--- src/rtl/mmio_port_responder_if.sv ---
// Processor-side MMIO bus bundle for mmio_port_responder.
// The processor drives the master modport; the responder uses the slave modport.
interface mmio_port_responder_if;
  logic        MemRead;
  logic        MemWrite;
  logic [31:0] Address;
  logic [31:0] WriteData;
  logic [31:0] ReadData;
  logic        Ready;

  modport master (
    output MemRead, MemWrite, Address, WriteData,
    input  ReadData, Ready
  );

  modport slave (
    input  MemRead, MemWrite, Address, WriteData,
    output ReadData, Ready
  );
endinterface

--- src/rtl/mmio_port_responder.sv ---
// Four-register MMIO port block with a fixed one-cycle ack, a synchronized input port and a change detector.
// Optional macro MMIO_PORT_IRQ_EN adds a registered Irq output and a writable MASK bit 8 as its enable.
module mmio_port_responder #(
  parameter logic [31:0] BASE_ADDR   = 32'h1001_0000,
  parameter int unsigned SYNC_STAGES = 2
) (
  input  logic                       clk,
  input  logic                       reset,
  mmio_port_responder_if.slave       bus,
  input  logic [7:0]                 PortIn,
  output logic [31:0]                PortOut
`ifdef MMIO_PORT_IRQ_EN
  ,
  output logic                       Irq
`endif
);

`ifdef MMIO_PORT_IRQ_EN
  localparam int unsigned MASK_W = 9;
`else
  localparam int unsigned MASK_W = 8;
`endif

  if (SYNC_STAGES < 2 || SYNC_STAGES > 3) begin : g_bad_sync
    $error("SYNC_STAGES must be 2 or 3");
  end

  typedef enum logic {S_IDLE, S_ACK} state_t;

  state_t             r_state;
  logic               r_ready;
  logic [31:0]        r_rdata;
  logic [31:0]        r_port_out;
  logic [MASK_W-1:0]  r_mask;
  logic               r_chg;
  logic [7:0]         r_sync [SYNC_STAGES];
  logic [7:0]         r_prev;
`ifdef MMIO_PORT_IRQ_EN
  logic               r_irq;
`endif

  logic        w_hit;
  logic        w_req;
  logic        w_wr;
  logic        w_start;
  logic        w_chg_set;
  logic        w_chg_clr;
  logic [7:0]  w_sync_last;
  logic [31:0] w_rd_val;

  assign w_sync_last = r_sync[SYNC_STAGES-1];
  assign w_hit       = (bus.Address[31:4] == BASE_ADDR[31:4]) && (bus.Address[1:0] == 2'b00);
  assign w_req       = bus.MemRead | bus.MemWrite;
  assign w_wr        = bus.MemWrite;
  assign w_start     = (r_state == S_IDLE) && w_hit && w_req;
  assign w_chg_set   = |((w_sync_last ^ r_prev) & r_mask[7:0]);
  // Only a pure read clears CHG; a combined read/write is a write.
  assign w_chg_clr   = w_start && !w_wr && (bus.Address[3:2] == 2'd2);

  always_comb begin
    w_rd_val = '0;
    unique case (bus.Address[3:2])
      2'd0: w_rd_val = r_port_out;
      2'd1: w_rd_val = {24'h0, w_sync_last};
      2'd2: w_rd_val = {31'h0, r_chg};
      2'd3: w_rd_val = 32'(r_mask);
    endcase
  end

  always_ff @(posedge clk) begin
    if (!reset) begin
      r_state    <= S_IDLE;
      r_ready    <= 1'b0;
      r_rdata    <= '0;
      r_port_out <= '0;
      r_mask     <= '0;
      r_chg      <= 1'b0;
      r_prev     <= '0;
      for (int unsigned i = 0; i < SYNC_STAGES; i++) r_sync[i] <= '0;
`ifdef MMIO_PORT_IRQ_EN
      r_irq      <= 1'b0;
`endif
    end else begin
      r_sync[0] <= PortIn;
      for (int unsigned i = 1; i < SYNC_STAGES; i++) r_sync[i] <= r_sync[i-1];
      r_prev <= w_sync_last;

      if (w_chg_set)      r_chg <= 1'b1;
      else if (w_chg_clr) r_chg <= 1'b0;

`ifdef MMIO_PORT_IRQ_EN
      r_irq <= r_chg & r_mask[8];
`endif

      unique case (r_state)
        S_IDLE: begin
          if (w_start) begin
            r_state <= S_ACK;
            r_ready <= 1'b1;
            r_rdata <= w_wr ? '0 : w_rd_val;
            if (w_wr) begin
              if (bus.Address[3:2] == 2'd0) r_port_out <= bus.WriteData;
              if (bus.Address[3:2] == 2'd3) r_mask     <= bus.WriteData[MASK_W-1:0];
            end
          end
        end
        S_ACK: begin
          r_state <= S_IDLE;
          r_ready <= 1'b0;
          r_rdata <= '0;
        end
      endcase
    end
  end

  assign bus.Ready    = r_ready;
  assign bus.ReadData = r_rdata;
  assign PortOut      = r_port_out;
`ifdef MMIO_PORT_IRQ_EN
  assign Irq          = r_irq;
`endif

endmodule

--- src/flat_wrapper.sv ---
// flat-port wrapper written by rule: the top's interface ports become plain ports
module mmio_port_responder_flat 
#(
  parameter logic [31:0] BASE_ADDR   = 32'h1001_0000,
  parameter int unsigned SYNC_STAGES = 2
)
  (clk, reset, PortIn, PortOut, bus_MemRead, bus_MemWrite, bus_Address, bus_WriteData, bus_ReadData, bus_Ready);
  mmio_port_responder_if bus_i ();
  input  logic clk;
  input  logic reset;
  input  logic [7:0] PortIn;
  output logic [31:0] PortOut;
  input wire logic [$bits(bus_i.MemRead)-1:0] bus_MemRead;
  input wire logic [$bits(bus_i.MemWrite)-1:0] bus_MemWrite;
  input wire logic [$bits(bus_i.Address)-1:0] bus_Address;
  input wire logic [$bits(bus_i.WriteData)-1:0] bus_WriteData;
  output wire logic [$bits(bus_i.ReadData)-1:0] bus_ReadData;
  output wire logic [$bits(bus_i.Ready)-1:0] bus_Ready;
  assign bus_i.MemRead = bus_MemRead;
  assign bus_i.MemWrite = bus_MemWrite;
  assign bus_i.Address = bus_Address;
  assign bus_i.WriteData = bus_WriteData;
  assign bus_ReadData = bus_i.ReadData;
  assign bus_Ready = bus_i.Ready;
  mmio_port_responder #(.BASE_ADDR(BASE_ADDR), .SYNC_STAGES(SYNC_STAGES)) u_core (.clk(clk), .reset(reset), .bus(bus_i), .PortIn(PortIn), .PortOut(PortOut));
endmodule
--- config.mk ---
export PLATFORM = sky130hd
export DESIGN_NAME = mmio_port_responder_flat
export DESIGN_NICKNAME = d
export VERILOG_FILES = /design/src/rtl/mmio_port_responder_if.sv /design/src/rtl/mmio_port_responder.sv /design/src/flat_wrapper.sv
export SDC_FILE = /design/constraint.sdc
export NUM_CORES = 1
export LEC_CHECK = 0
export ABC_CLOCK_PERIOD_IN_PS = 2300
export BUFFER_PORTS_ARGS = -buffer_cell sky130_fd_sc_hd__buf_4
export CAP_MARGIN = 20
export CORE_AREA = 2 2 87 122
export CTS_BUF_LIST = sky130_fd_sc_hd__clkbuf_2
export DETAILED_ROUTE_END_ITERATION = 10
export DIE_AREA = 0 0 89 124
export HOLD_SLACK_MARGIN = 0.06
export PLACE_DENSITY = 0.65
export SYNTH_ARGS = -nofsm -noshare
export SYNTH_HDL_FRONTEND = slang
export SYNTH_SLANG_ARGS = --single-unit
--- constraint.sdc ---
create_clock -name clk -period 2.3 [get_ports clk]
set_input_delay 0.23 -clock clk [delete_from_list [all_inputs] [get_ports clk]]
set_output_delay 0.23 -clock clk [all_outputs]
set_load 0.01 [all_outputs]
==> summary.md <==
| Metric | Value |
|---|---|
| Status | finished clean |
| GRT Total Usage | 0.192 |
| Starting Density | 0.412 |
| Actual slew at the worst max-slew pin | 0.480 ns |
| Non-Filler Instances | 733 |
| Hold Crit Class | input port to flip-flop |
| Clock root buffer | clkbuf_2 |
| Fin Hold WS | 0.223 ns |
| Drt drc | 0 |
| CTS tree | built |
| Leak Pwr | 2.35 nW |
| WS Path Type | flip-flop to flip-flop |
| Worst R2R Start | u_core.r_state$_SDFF_PP0_ |
| R2r endpoint | u_core.PortOut[26]$_SDFFE_PN0P_ |
| Hold Vio Cnt, Final | 0 |
| Diode count | 0 |
| Final nets | 671 |
| Worst R2R Setup Slack | 0.34 ns |
| Num CTS Buffers | 9 |
| Multi-input gate area | 0.00197 mm2 |
| Layout cells sized above 1 | 0.289 |
| Critical Path Stages | 5 |
| Final Skew | 0.0332 ns |
| Critical Path Sink | u_core.PortOut[26]$_SDFFE_PN0P_ |
| Vias in the first global route | 3366 |
| Port Buf Inserts | 140 |
| Worst Path Arrival | 2.45 ns |
| Final period utilization | 0.851 |
| Crit Path Max Fanout | 20 |
| CP endpoint kind | flip-flop |
| Drt first-iter violations | 62 |
| Ys flop type | dfxtp_1 |
| Max_cap viols | 0 |
| Crit path from | u_core.r_state$_SDFF_PP0_ |
| Vias per cell | 4.67 |
| First-pass GRT wire length | 16200 um |
| Antenna Nets Post-Route | 0 |
| Crit path max-delay cell type | dfxtp_1 |
| Worst vdd rail ir drop | 0.000417 V |
| Crit path buf inv count | 1 |
| Reg area | 0.00198 mm2 |
| Wire per inst | 14.1 um |
| Syn Area/Cell | 9.72 um2 |
| CP peak stage delay | 0.41 ns |
| CTS H-tree depth | 3 |
| Core region area | 0.00990 mm2 |
| Via count | 3421 |
| Placed cell count | 675 |
| Pin count of the biggest net entering global routing | 53 |
| Initial antenna violation count | 0 |
| Routed wire length | 10300 um |
| Critical Path RT | 2.80 ns |
| Kind of cell adding the most delay to the critical path | simple AND/OR/NAND/NOR gates |
| Row count | 43 |
| Clock Sinks | 99 |
| Post-Synthesis Cells | 419 |
| Post-Syn Area | 0.00407 mm2 |
| Worst path cell trace | nor4b_1 -> nand4_1 -> nor4_4 -> buf_4 -> mux2i_1 |
| Async S/R FF share, synth | 0 |
| Clock Path Buffers | 2 |
| GRT overflow | 0 |
| Fill cells | 917 |
| Fmax | 0.511 GHz |
| Pwr Density | 470 mW/mm2 |
| Number of synthesized flops with an enable pin | 0 |
| Synthesized flop and latch total | 99 |
| Final HPWL from detailed placement | 7330 um |
| Setup violators final | 0 |
| IO Pins | 141 |
| Die Y | 124 um |
| Reg clk slew, reported paths | 0.24 ns |
| GPL Wtd Cong | 0.780 |
| Rel. slew slack | 0.680 |
| Post-CTS resize count | 0 |
| Yosys cell types | 31 |
| Tmin final | 1.96 ns |
| Setup_tns | 0 ns |
| Slew Limit Fails | 0 |
| Ys Warns | 0 |
| Die width | 89 um |
| Clk Latency, worst-skew pair | 0.56 ns |
| Critical path startpoint category | flip-flop |
| Pre-Repair DR Iteration Count | 4 |
| RSZ-0062 raised after global routing | false |
| Worst-case reg-to-reg path depth | 5 |
| Die area | 0.0110 mm2 |
| Sequential share of the synthesized area | 0.486 |
| Syn_nets | 495 |
| Area grow syn2layout | 41.5% |
-- cell usage in the layout (no fill, tap or decap) --
cell type	instances
buf_4	147
nand2_1	138
dfxtp_1	99
mux2i_1	79
dlygate4sd3_1	44
and2_1	25
clkbuf_2	9
xor2_1	8
o2bb2ai_1	7
nor4_4	5
nor2_1	4
a22oi_1	4
nor4_1	3
or3_1	2
nor4_2	2
nand2b_1	2
clkinvlp_4	2
nor4b_4	1
o2111ai_4	1
nor4b_1	1
nand4_1	1
or4b_1	1
inv_1	1
nor2_2	1
o21ai_0	1
mux4_2	1
nand3b_2	1
or4_1	1
a41oi_1	1
a31o_1	1
a21oi_1	1
clkinv_4	1
clkinv_2	1
clkinv_1	1
buf_12	1
-- tightest hold or removal path: stages --
cell and delay (ns):
buf_4 0.09, nor4b_4 0.04, o2111ai_4 0.10, or4_1 0.14
a31o_1 0.14
-- per-layer routing --
metal  global-route usage  wire length (um)  vias to the layer above
met1                0.214              4150                     1577
met3               0.0371               355                       14
li1                     -                 -                     1754
met2                0.355              5620                       76
met4               0.0681               186                        0
met5                    0                 0                        -
-- final cells by class --
type | count | share of cell area
clock buffer | 9 | 0.00782
clock inverter | 5 | 0.00564
inverter | 1 | 0.000651
multi-input combinational | 292 | 0.341
sequential | 99 | 0.344
tap | 135 | 0.0293
timing repair buffer | 192 | 0.271
-- synth_stat cells (4+ instances only) --
master / count / area share
a22oi_1: 4 / 0.0074
and2_1: 25 / 0.038
buf_6: 5 / 0.014
clkbuf_1: 17 / 0.016
dfxtp_1: 99 / 0.49
mux2i_1: 79 / 0.19
nand2_1: 138 / 0.13
nor2_1: 5 / 0.0046
nor4_1: 5 / 0.0077
nor4_4: 4 / 0.021
o2bb2ai_1: 7 / 0.015
xor2_1: 8 / 0.017
-- cell families (layout without fill, tap and decap cells) --
logic type,Yosys count,in the layout,share of synthesized area
xor gates and xnor gates,8,8,0.0172
and+or+nand+nor,188,188,0.225
DFF,99,99,0.486
muxes,80,80,0.200
buffers and inverters,28,207,0.0365
AOI/OAI and AO/OA,16,16,0.0356
-- power breakdown --
part           switching [mW]  total, mW  internal [mW]
Combinational           0.117      0.281          0.164
Clock                   0.555      0.681          0.126
Sequential            0.00700       1.74           1.74
Total                   0.679       2.71           2.03
-- worst min-delay path by stage --
stage,start,endpoint,slack [ns],depth (start not counted)
6_report,bus_Address[24],u_core.r_chg$_SDFFE_PN0P_,0.22,5
4_1_cts,bus_Address[24],u_core.r_chg$_SDFFE_PN0P_,0.17,5
2_1_floorplan,PortIn[0],u_core.r_sync[0][0]$_SDFF_PN0_,0.36,1
3_5_place_dp,u_core.r_sync[0][3]$_SDFF_PN0_,u_core.r_sync[0][11]$_SDFF_PN0_,0.42,1
3_3_place_gp,u_core.r_sync[0][2]$_SDFF_PN0_,u_core.r_sync[0][10]$_SDFF_PN0_,0.42,1
5_1_grt,bus_Address[27],u_core.r_chg$_SDFFE_PN0P_,0.18,5
-- repair_timing --
item | CTS | global route
endpoints found under the hold margin | 55 | 0
setup buffers | 0 | 0
hold buffers | 44 | 0
-- metrics by stage --
stage           util  power [mW]  worst slack (ns)  area [um2]
6_report       0.582        2.71             0.342        5760
5_1_grt        0.582        2.85             0.146        5760
4_1_cts        0.582        2.74             0.284        5760
3_5_place_dp   0.530        2.00             0.285        5250
3_3_place_gp   0.530        1.99             0.319        5250
2_1_floorplan      -        1.87             0.581        4070
-- flip-flops by register name, indices dropped and copies added (netlist names) --
| signal | flops |
|---|---|
| u_core.PortOut | 32 |
| u_core.bus.ReadData | 32 |
| u_core.r_sync | 16 |
| u_core.r_mask | 8 |
| u_core.r_prev | 8 |
| u_core.bus.Ready | 1 |
| u_core.r_chg | 1 |
| u_core.r_state | 1 |
Power figures use the tool's default switching activity.
